--- src/rtl/sprite_fetcher.sv ---
// ---------------------------------------------------------------------------
// sprite_fetcher
//   Walks the per-scanline active sprite list one entry at a time. For every
//   tile of an entry it reads one tilemap word from VRAM and hands a tile job
//   (line-buffer address, bitmap address, horizontal flip) to the renderer.
//
// Ports
//   clk_draw, rst_draw    draw-domain clock, synchronous active-high reset
//   line                  one-cycle pulse at the start of every scanline
//   sprite_index [8:0]    active-list read index toward the matcher
//   valid                 matcher entry-valid (registered, one cycle late)
//   tilemap_addr [25:0]   {x_flip, tile_count[6:0], tilemap_addr[17:0]}
//   bitmap_addr  [28:0]   {lb_addr[10:0], tile_bitmap_addr[17:0]}
//   mem_req/mem_addr      VRAM tilemap-word read, held until mem_ack
//   mem_ack/mem_data      read acknowledge, data valid with ack
//   tile_valid/tile_ready tile-job handshake
//   tile_lb_addr, tile_bmp_addr, tile_x_flip   tile-job payload
//   busy                  list walk in progress
//   overrun               one-cycle pulse: line arrived while still walking
// ---------------------------------------------------------------------------
module sprite_fetcher (
    input  logic        clk_draw,
    input  logic        rst_draw,
    input  logic        line,
    output logic [8:0]  sprite_index,
    input  logic        valid,
    input  logic [25:0] tilemap_addr,
    input  logic [28:0] bitmap_addr,
    output logic        mem_req,
    output logic [17:0] mem_addr,
    input  logic        mem_ack,
    input  logic [15:0] mem_data,
    output logic        tile_valid,
    input  logic        tile_ready,
    output logic [10:0] tile_lb_addr,
    output logic [17:0] tile_bmp_addr,
    output logic        tile_x_flip,
    output logic        busy,
    output logic        overrun
);

    typedef enum logic [2:0] {
        S_IDLE, S_SETUP, S_CHECK, S_FETCH, S_EMIT, S_DONE
    } state_t;

    state_t state, state_next;

    // matcher entry fields
    logic        in_x_flip;
    logic [6:0]  in_count;
    logic [17:0] in_tmap;
    logic [10:0] in_lb;
    logic [17:0] in_bmp;

    assign in_x_flip = tilemap_addr[25];
    assign in_count  = tilemap_addr[24:18];
    assign in_tmap   = tilemap_addr[17:0];
    assign in_lb     = bitmap_addr[28:18];
    assign in_bmp    = bitmap_addr[17:0];

    // entry latched at CHECK; k is the tile being fetched/emitted
    logic        ent_x_flip;
    logic [6:0]  ent_count;
    logic [17:0] ent_tmap;
    logic [10:0] ent_lb;
    logic [17:0] ent_bmp;
    logic [6:0]  k;

    logic        last_index;
    logic        more_tiles;
    logic [6:0]  next_k;
    logic [6:0]  tile_slot;
    logic [10:0] lb_offset;

    logic        entry_take;
    logic        entry_skip;
    logic        fetch_done;
    logic        tile_done;
    logic        advance;

    assign last_index = &sprite_index;
    assign next_k     = k + 7'd1;
    assign more_tiles = ({1'b0, k} + 8'd1) < {1'b0, ent_count};
    // flipped sprites place tile k mirrored from the right edge
    assign tile_slot  = ent_x_flip ? (ent_count - 7'd1 - k) : k;
    assign lb_offset  = {tile_slot, 4'b0000};
    assign advance    = entry_skip || (tile_done && !more_tiles);
    assign busy       = (state != S_IDLE) && (state != S_DONE);

    always_ff @(posedge clk_draw) begin
        if (rst_draw) state <= S_IDLE;
        else          state <= state_next;
    end

    always_comb begin
        state_next = state;
        entry_take = 1'b0;
        entry_skip = 1'b0;
        fetch_done = 1'b0;
        tile_done  = 1'b0;
        case (state)
            S_SETUP: state_next = S_CHECK;
            S_CHECK: begin
                if (!valid) begin
                    state_next = S_DONE;
                end else if (in_count == 7'd0) begin
                    entry_skip = 1'b1;
                    state_next = last_index ? S_DONE : S_SETUP;
                end else begin
                    entry_take = 1'b1;
                    state_next = S_FETCH;
                end
            end
            S_FETCH: begin
                if (mem_ack) begin
                    fetch_done = 1'b1;
                    state_next = S_EMIT;
                end
            end
            S_EMIT: begin
                if (tile_ready) begin
                    tile_done  = 1'b1;
                    if (more_tiles)      state_next = S_FETCH;
                    else if (last_index) state_next = S_DONE;
                    else                 state_next = S_SETUP;
                end
            end
            default: ;
        endcase
        // a new scanline restarts the walk from any state
        if (line) state_next = S_SETUP;
    end

    always_ff @(posedge clk_draw) begin
        if (rst_draw) begin
            sprite_index  <= 9'd0;
            mem_req       <= 1'b0;
            mem_addr      <= 18'd0;
            tile_valid    <= 1'b0;
            tile_lb_addr  <= 11'd0;
            tile_bmp_addr <= 18'd0;
            tile_x_flip   <= 1'b0;
            overrun       <= 1'b0;
            k             <= 7'd0;
            ent_x_flip    <= 1'b0;
            ent_count     <= 7'd0;
            ent_tmap      <= 18'd0;
            ent_lb        <= 11'd0;
            ent_bmp       <= 18'd0;
        end else begin
            overrun <= 1'b0;
            if (line) begin
                // an ack or accept in this same cycle is dropped
                sprite_index <= 9'd0;
                k            <= 7'd0;
                mem_req      <= 1'b0;
                tile_valid   <= 1'b0;
                overrun      <= busy;
            end else begin
                if (entry_take) begin
                    ent_x_flip <= in_x_flip;
                    ent_count  <= in_count;
                    ent_tmap   <= in_tmap;
                    ent_lb     <= in_lb;
                    ent_bmp    <= in_bmp;
                    k          <= 7'd0;
                    mem_req    <= 1'b1;
                    mem_addr   <= in_tmap;
                end
                if (advance && !last_index) sprite_index <= sprite_index + 9'd1;
                if (fetch_done) begin
                    mem_req       <= 1'b0;
                    tile_valid    <= 1'b1;
                    tile_lb_addr  <= ent_lb + lb_offset;
                    tile_bmp_addr <= ent_bmp + {9'd0, mem_data[8:0]};
                    tile_x_flip   <= ent_x_flip ^ mem_data[15];
                end
                if (tile_done) begin
                    tile_valid <= 1'b0;
                    if (more_tiles) begin
                        k        <= next_k;
                        mem_req  <= 1'b1;
                        mem_addr <= ent_tmap + {11'd0, next_k};
                    end
                end
            end
        end
    end

endmodule
--- config.mk ---
export PLATFORM = sky130hd
export DESIGN_NAME = sprite_fetcher
export DESIGN_NICKNAME = d
export VERILOG_FILES = /design/src/rtl/sprite_fetcher.sv
export SDC_FILE = /design/constraint.sdc
export NUM_CORES = 1
export LEC_CHECK = 0
export ABC_AREA = 1
export BUFFER_PORTS_ARGS = -buffer_cell sky130_fd_sc_hd__buf_2
export CAP_MARGIN = 25
export CORE_UTILIZATION = 56
export DETAILED_ROUTE_END_ITERATION = 12
export PLACE_DENSITY = 0.89
export SLEW_MARGIN = 0
export SYNTH_ARGS = -nofsm -noshare
export SYNTH_HDL_FRONTEND = slang
export SYNTH_SLANG_ARGS = --single-unit
--- constraint.sdc ---
create_clock -name clk_draw -period 2.7 [get_ports clk_draw]
set_input_delay 0 -clock clk_draw [delete_from_list [all_inputs] [get_ports clk_draw]]
set_output_delay 0 -clock clk_draw [all_outputs]
set_load 0.05 [all_outputs]
* After elaboration in Yosys (flattened, before gate mapping) *
Index checks and enable logic that the tools add are counted.

storage, ports and cells
  input bits = 77
  output and inout bits = 61
  logic and storage cells = 83
  bits in registers = 125

cells by class
  muxes and demuxes = 29
  eq/ne operators = 9
  add/subtract/negate cells = 8
  reduce and logical (&&, ||, !) cells = 18
  $lt $le $gt $ge = 1
  bitwise operators = 2

operators by type and width
  cell                                                                count
  18-bit two-way mux                                                  3
  7-bit two-way mux                                                   4
  18-bit by 7-bit adder with 18-bit output                            1
  18-bit by 9-bit adder with 18-bit output                            1
  3-bit two-way mux                                                   6
  1-bit two-way mux                                                   15
  3-bit case mux with 4 select lines                                  1
  11-bit adder                                                        1
  9-bit by 1-bit adder with 9-bit output, second input constant       1
  3-bit != test, second input constant                                3
  9-bit AND reduction                                                 1
  7-bit by 1-bit adder with 8-bit output, second input constant       1
  8-bit by 7-bit less-than comparator with 1-bit output               1
  7-bit by 1-bit adder with 7-bit output, second input constant       1
  7-bit logical NOT                                                   1
  7-bit by 1-bit subtractor with 7-bit output, second input constant  1
  7-bit subtractor                                                    1
  3-bit by 2-bit == test with 1-bit output, second input constant     2
  3-bit AND reduction                                                 2
  5-bit nonzero test                                                  1
  2-bit != test, second input constant                                2
  2-bit AND reduction                                                 2
  4-bit nonzero test                                                  1
  2-bit OR reduction                                                  2
  other kinds (9)                                                     12

* Depth between registers and ports, before layout *
  depth after elaboration = 8
  depth in mapped cells = 20
  depth with buffers taken out = 20

* Worst setup path before layout *
OpenSTA, ideal clock, no wires.

  kind = register to register
  start = register k[0]
  end = register tile_lb_addr[9]
  stages on the path, launching flop included = 15
  buffers on the path = 0
  period minus slack after synthesis = 2.456 ns
  data arrival time = 2.341 ns
  data required time = 2.585 ns
  slack = 0.244 ns
  setup time = 0.115 ns
  path through = dfxtp_1 inv_1 ha_1 inv_1 fa_1 o21ai_0 ha_1 nand3_1 nand3_1 a21oi_1 nor2_1 nor2_1 nor2_1 o21ai_0 inv_1

on the way
  word-level cells in the longest chain between the ends = 3

RTL lines
  what                      RTL line  text
  start: declaration        67        logic [6:0] k;
  start signal: assignment  181       k <= next_k;
  7-bit subtractor          85        assign tile_slot = ent_x_flip ? (ent_count - 7'd1 - k) : k;
  7-bit two-way mux (*)     85
  11-bit adder (*)          174       tile_lb_addr <= ent_lb + lb_offset;
  end signal: assignment    174
  end: declaration          35        output logic [10:0] tile_lb_addr,

Mark *: on every way between the ends. The rest lies on a longest branch, timed or not.
A chain may end at the register's enable or synchronous reset.

* Worst setup path in the final report *
  start = register k[0]
  end = register mem_addr[10]

on the way
  word-level cells in the longest chain between the ends = 4
  elaborated cells between the ends (all ways) = 6
  classes of those cells = add/sub (3); order compare (1); mux (2)

RTL lines
  what                                                                                                                      RTL line  text
  7-bit by 1-bit adder with 7-bit output / 7-bit by 1-bit adder with 8-bit output (equally long branches)                   82, 83
  18-bit by 7-bit adder with 18-bit output / 8-bit by 7-bit less-than comparator with 1-bit output (equally long branches)  183, 83
  18-bit two-way mux (*)                                                                                                    180       if (more_tiles) begin
  18-bit two-way mux (*)                                                                                                    178       if (tile_done) begin
  end signal: assignment                                                                                                    168       mem_addr <= in_tmap;
  end signal: assignment                                                                                                    183       mem_addr <= ent_tmap + {11'd0, next_k};
  end: declaration                                                                                                          30        output logic [17:0] mem_addr,

Marks and branches as above.

==> results.ini <==
[run_status]
outcome = finished clean

[logic_synthesis]
synth_area_leader_cell = dfxtp_1
synth_warnings = 0
seq_area_frac_synth_pct = 34.0
syn-num-nets = 1198
synth_seq_cells = 125
yosysTopAreaCellShare_pct = 34.0
avgSynthCellArea_um2 = 6.83
synth_area_um2 = 7350
synth_area_leaders = dfxtp_1 34%, nand2_1 13%, nand3_1 7.1%
synthCells = 1077
synth_cell_types = 44

[clock_tree]
cts.reportedPaths.clkPinSlew_ns = 0.05
htreeDepth = 4
cts-root-buf = clkbuf_16
clockBufferDepth = 2
cts_sinks = 125
cts_buffers = 17
clk_latency_ns = 0.43
cts_tree = done

[job]
maxCapViolCount = 0

[cells_and_area]
areaGrowthSynthToFinish_pct = 29.2
post_layout_nonfiller_instances = 1458
fin_nets = 1395
fill_cells = 938
final_common_cell = nand2_1
drive_gt1_share_pct = 17.3
mostFrequentLayoutCells = 262 x nand2_1, 131 x buf_2, 122 x dfxtp_1, 115 x inv_1, 104 x nand3_1
diodes = 0

[floorplan]
dieArea_um2 = 13600
core_area_um2 = 12700
die_h_um = 117
std_cell_rows = 41
start_util_pct = 57.8
ios = 138
fp.dieW_um = 117

[placed_design]
post-place-ws_ns = 0.0187
gp_congestion = 0.906
port_buffers = 131
dp.cells = 1359
post-dp-hpwl_um = 14200

[pwr]
leakage_nw = 4.57
power_mw = 4.66
p_per_area_nw_per_um2 = 491
irDropWorstVdd_uv = 430

[detailed_routing]
wl_per_cell_um = 15.5
vias = 8187
first_iter_violations = 831
drt-pass1-iter-count = 6
ant_nets = 0
drc_errors = 0
vias_per_cell = 5.62
routed_wl_um = 22600

[setup_path]
ff2ff_path_depth = 14
path_cells = inv_2 > nor2_2 > nand3_1 > xor2_1 > ha_1 > nand2_1 > nand2_1 > a21boi_1 > nand2_1 > nand2_1 > xor2_1 > nand2_1 > nand3_1 > nand2_1
startpoint = k[0]
r2r-start = k[0]
worst_path_most_repeated_cell = nand2_1
r2r-end = mem_addr[10]
critPathMaxFanout = 5
crit_path_end_kind = register
critical_path_class = register to register
slowest_delay_ns = 0.37
crit_required_ns = 3.01
ff2ff_setup_slack_ns = 0.14
critPathSlowestCell = dfxtp_2
cp_data_arrival_time_ns = 2.88
start_kind = register

[grt]
track_usage_pct = 34.5
grt_pass1_vias = 7945
grt_first_pass_wirelength_um = 36200
grt_overflow_total = 0
antenna_found_initial = 0
grt_max_degree = 39

[sta]
min_period_ns = 2.56
worst_pin_slew_ns = 0.638
worst_clock_skew_ns = 0.00989
fmax_mhz = 390
timing.final.crit_share_pct = 94.9
drv_slew = 0
hold_viol = 0
slew_headroom_pct = 57.4
setup_slack_ns = 0.137
setup_viol_count_final = 0
rsz0062_at_grt = true

[min_path]
hp-start = mem_data[1]
hold_class = primary input to register
holdPathEnd = tile_bmp_addr[1]
whs_path_depth = 4

[cell type report]
cell class / instances / area [um^2] / area share [%]
Timing Repair Buffer: 219 / 1530 / 16.1
Tap cell: 172 / 215 / 2.27
Clock inverter: 6 / 58.8 / 0.619
Clock buffer: 25 / 505 / 5.32
Multi-Input combinational cell: 788 / 4220 / 44.4
Sequential cell: 125 / 2510 / 26.4
Inverter: 123 / 462 / 4.86
[sequential cells by signal, indices dropped and copies added, names as in the netlist]
name / cells
ent_bmp: 18
ent_tmap: 18
mem_addr: 18
tile_bmp_addr: 18
ent_lb: 11
tile_lb_addr: 11
sprite_index: 9
ent_count: 7
k: 7
state: 3
ent_x_flip: 1
mem_req: 1
overrun: 1
tile_valid: 1
tile_x_flip: 1
[worst max-delay path, delay by kind of cell, from the launching register on]
| family | cells | cell delay (ns) |
|---|---|---|
| XOR/XNOR | 2 | 0.49 |
| AO/OA/AOI/OAI | 1 | 0.22 |
| buffers and inverters | 1 | 0.06 |
| adder cells (fa/ha/maj) | 1 | 0.36 |
| flip-flops | 1 | 0.37 |
| AND/OR/NAND/NOR | 9 | 0.97 |
[how the worst max path moves through the flow]
stage | end | slack (ns) | depth (start not counted)
after floorplan | tile_lb_addr[9] | 0.24 | 14
after global placement | tile_lb_addr[9] | 0.12 | 14
after detailed placement | tile_lb_addr[9] | 0.02 | 14
after CTS | mem_addr[10] | 0.03 | 15
after global routing | tile_lb_addr[10] | -0.03 | 19
final | mem_addr[10] | 0.14 | 14
[logic make-up (layout without fill, tap and decap cells)]
kind of cell / after synthesis / in the layout / synth area share [%]
buf+inv: 164 / 373 / 9.28
fa+ha+maj: 44 / 44 / 7.90
xor+xnor: 32 / 32 / 3.81
compound gates: 203 / 203 / 15.1
simple gates: 509 / 509 / 29.9
flops: 125 / 125 / 34.0
[synth_stat cells, drive strengths merged]
cell type	number
nor3b	1
fa	4
a211oi	8
nor2	109
ha	40
nand3	105
clkbuf	16
xor2	20
nand2	270
dfxtp	125
a21o	4
nand3b	3
a21oi	97
or2	1
a21boi	1
o21ai	82
buf	25
o22ai	2
o21bai	2
inv	123
a31oi	1
o31a	1
xnor2	12
o21a	2
nand2b	2
nand4	9
o211ai	3
nor3	8
and3	1
[routing by layer]
layer	wire length, um	vias to the layer above	GRT usage (%)
met4	1130	0	22.1
met5	0	-	0
met3	1830	117	8.25
met1	9020	3730	40.7
li1	-	3900	-
met2	10600	440	56.3
[where the power goes]
part           switching (mW)  total, mW  internal, mW
sequential             0.0289       1.91          1.88
combinational           0.353      0.562         0.209
clock                   0.812       2.19          1.38
total                    1.19       4.66          3.47
[per-stage QoR]
stage          TNS (ns)  hold WS, ns  instance area, um^2  utilization (%)
6_report              0       0.0606                 9500             74.6
5_1_grt         -0.0727       0.0654                 9500             74.6
4_1_cts               0       0.0138                 9420             74.0
3_5_place_dp          0        0.284                 8200             64.4
3_3_place_gp          0        0.275                 8170             64.2
2_1_floorplan         0        0.164                 7350                -
[what timing repair did]
item	CTS	global route
endpoints found under the hold margin	67	0
setup buffers	0	2
gates resized for setup	2	15
pin swaps	0	2
hold buffers	66	0
setup endpoints to repair	3	32
Note: power is estimated with default switching activity, not from simulation.
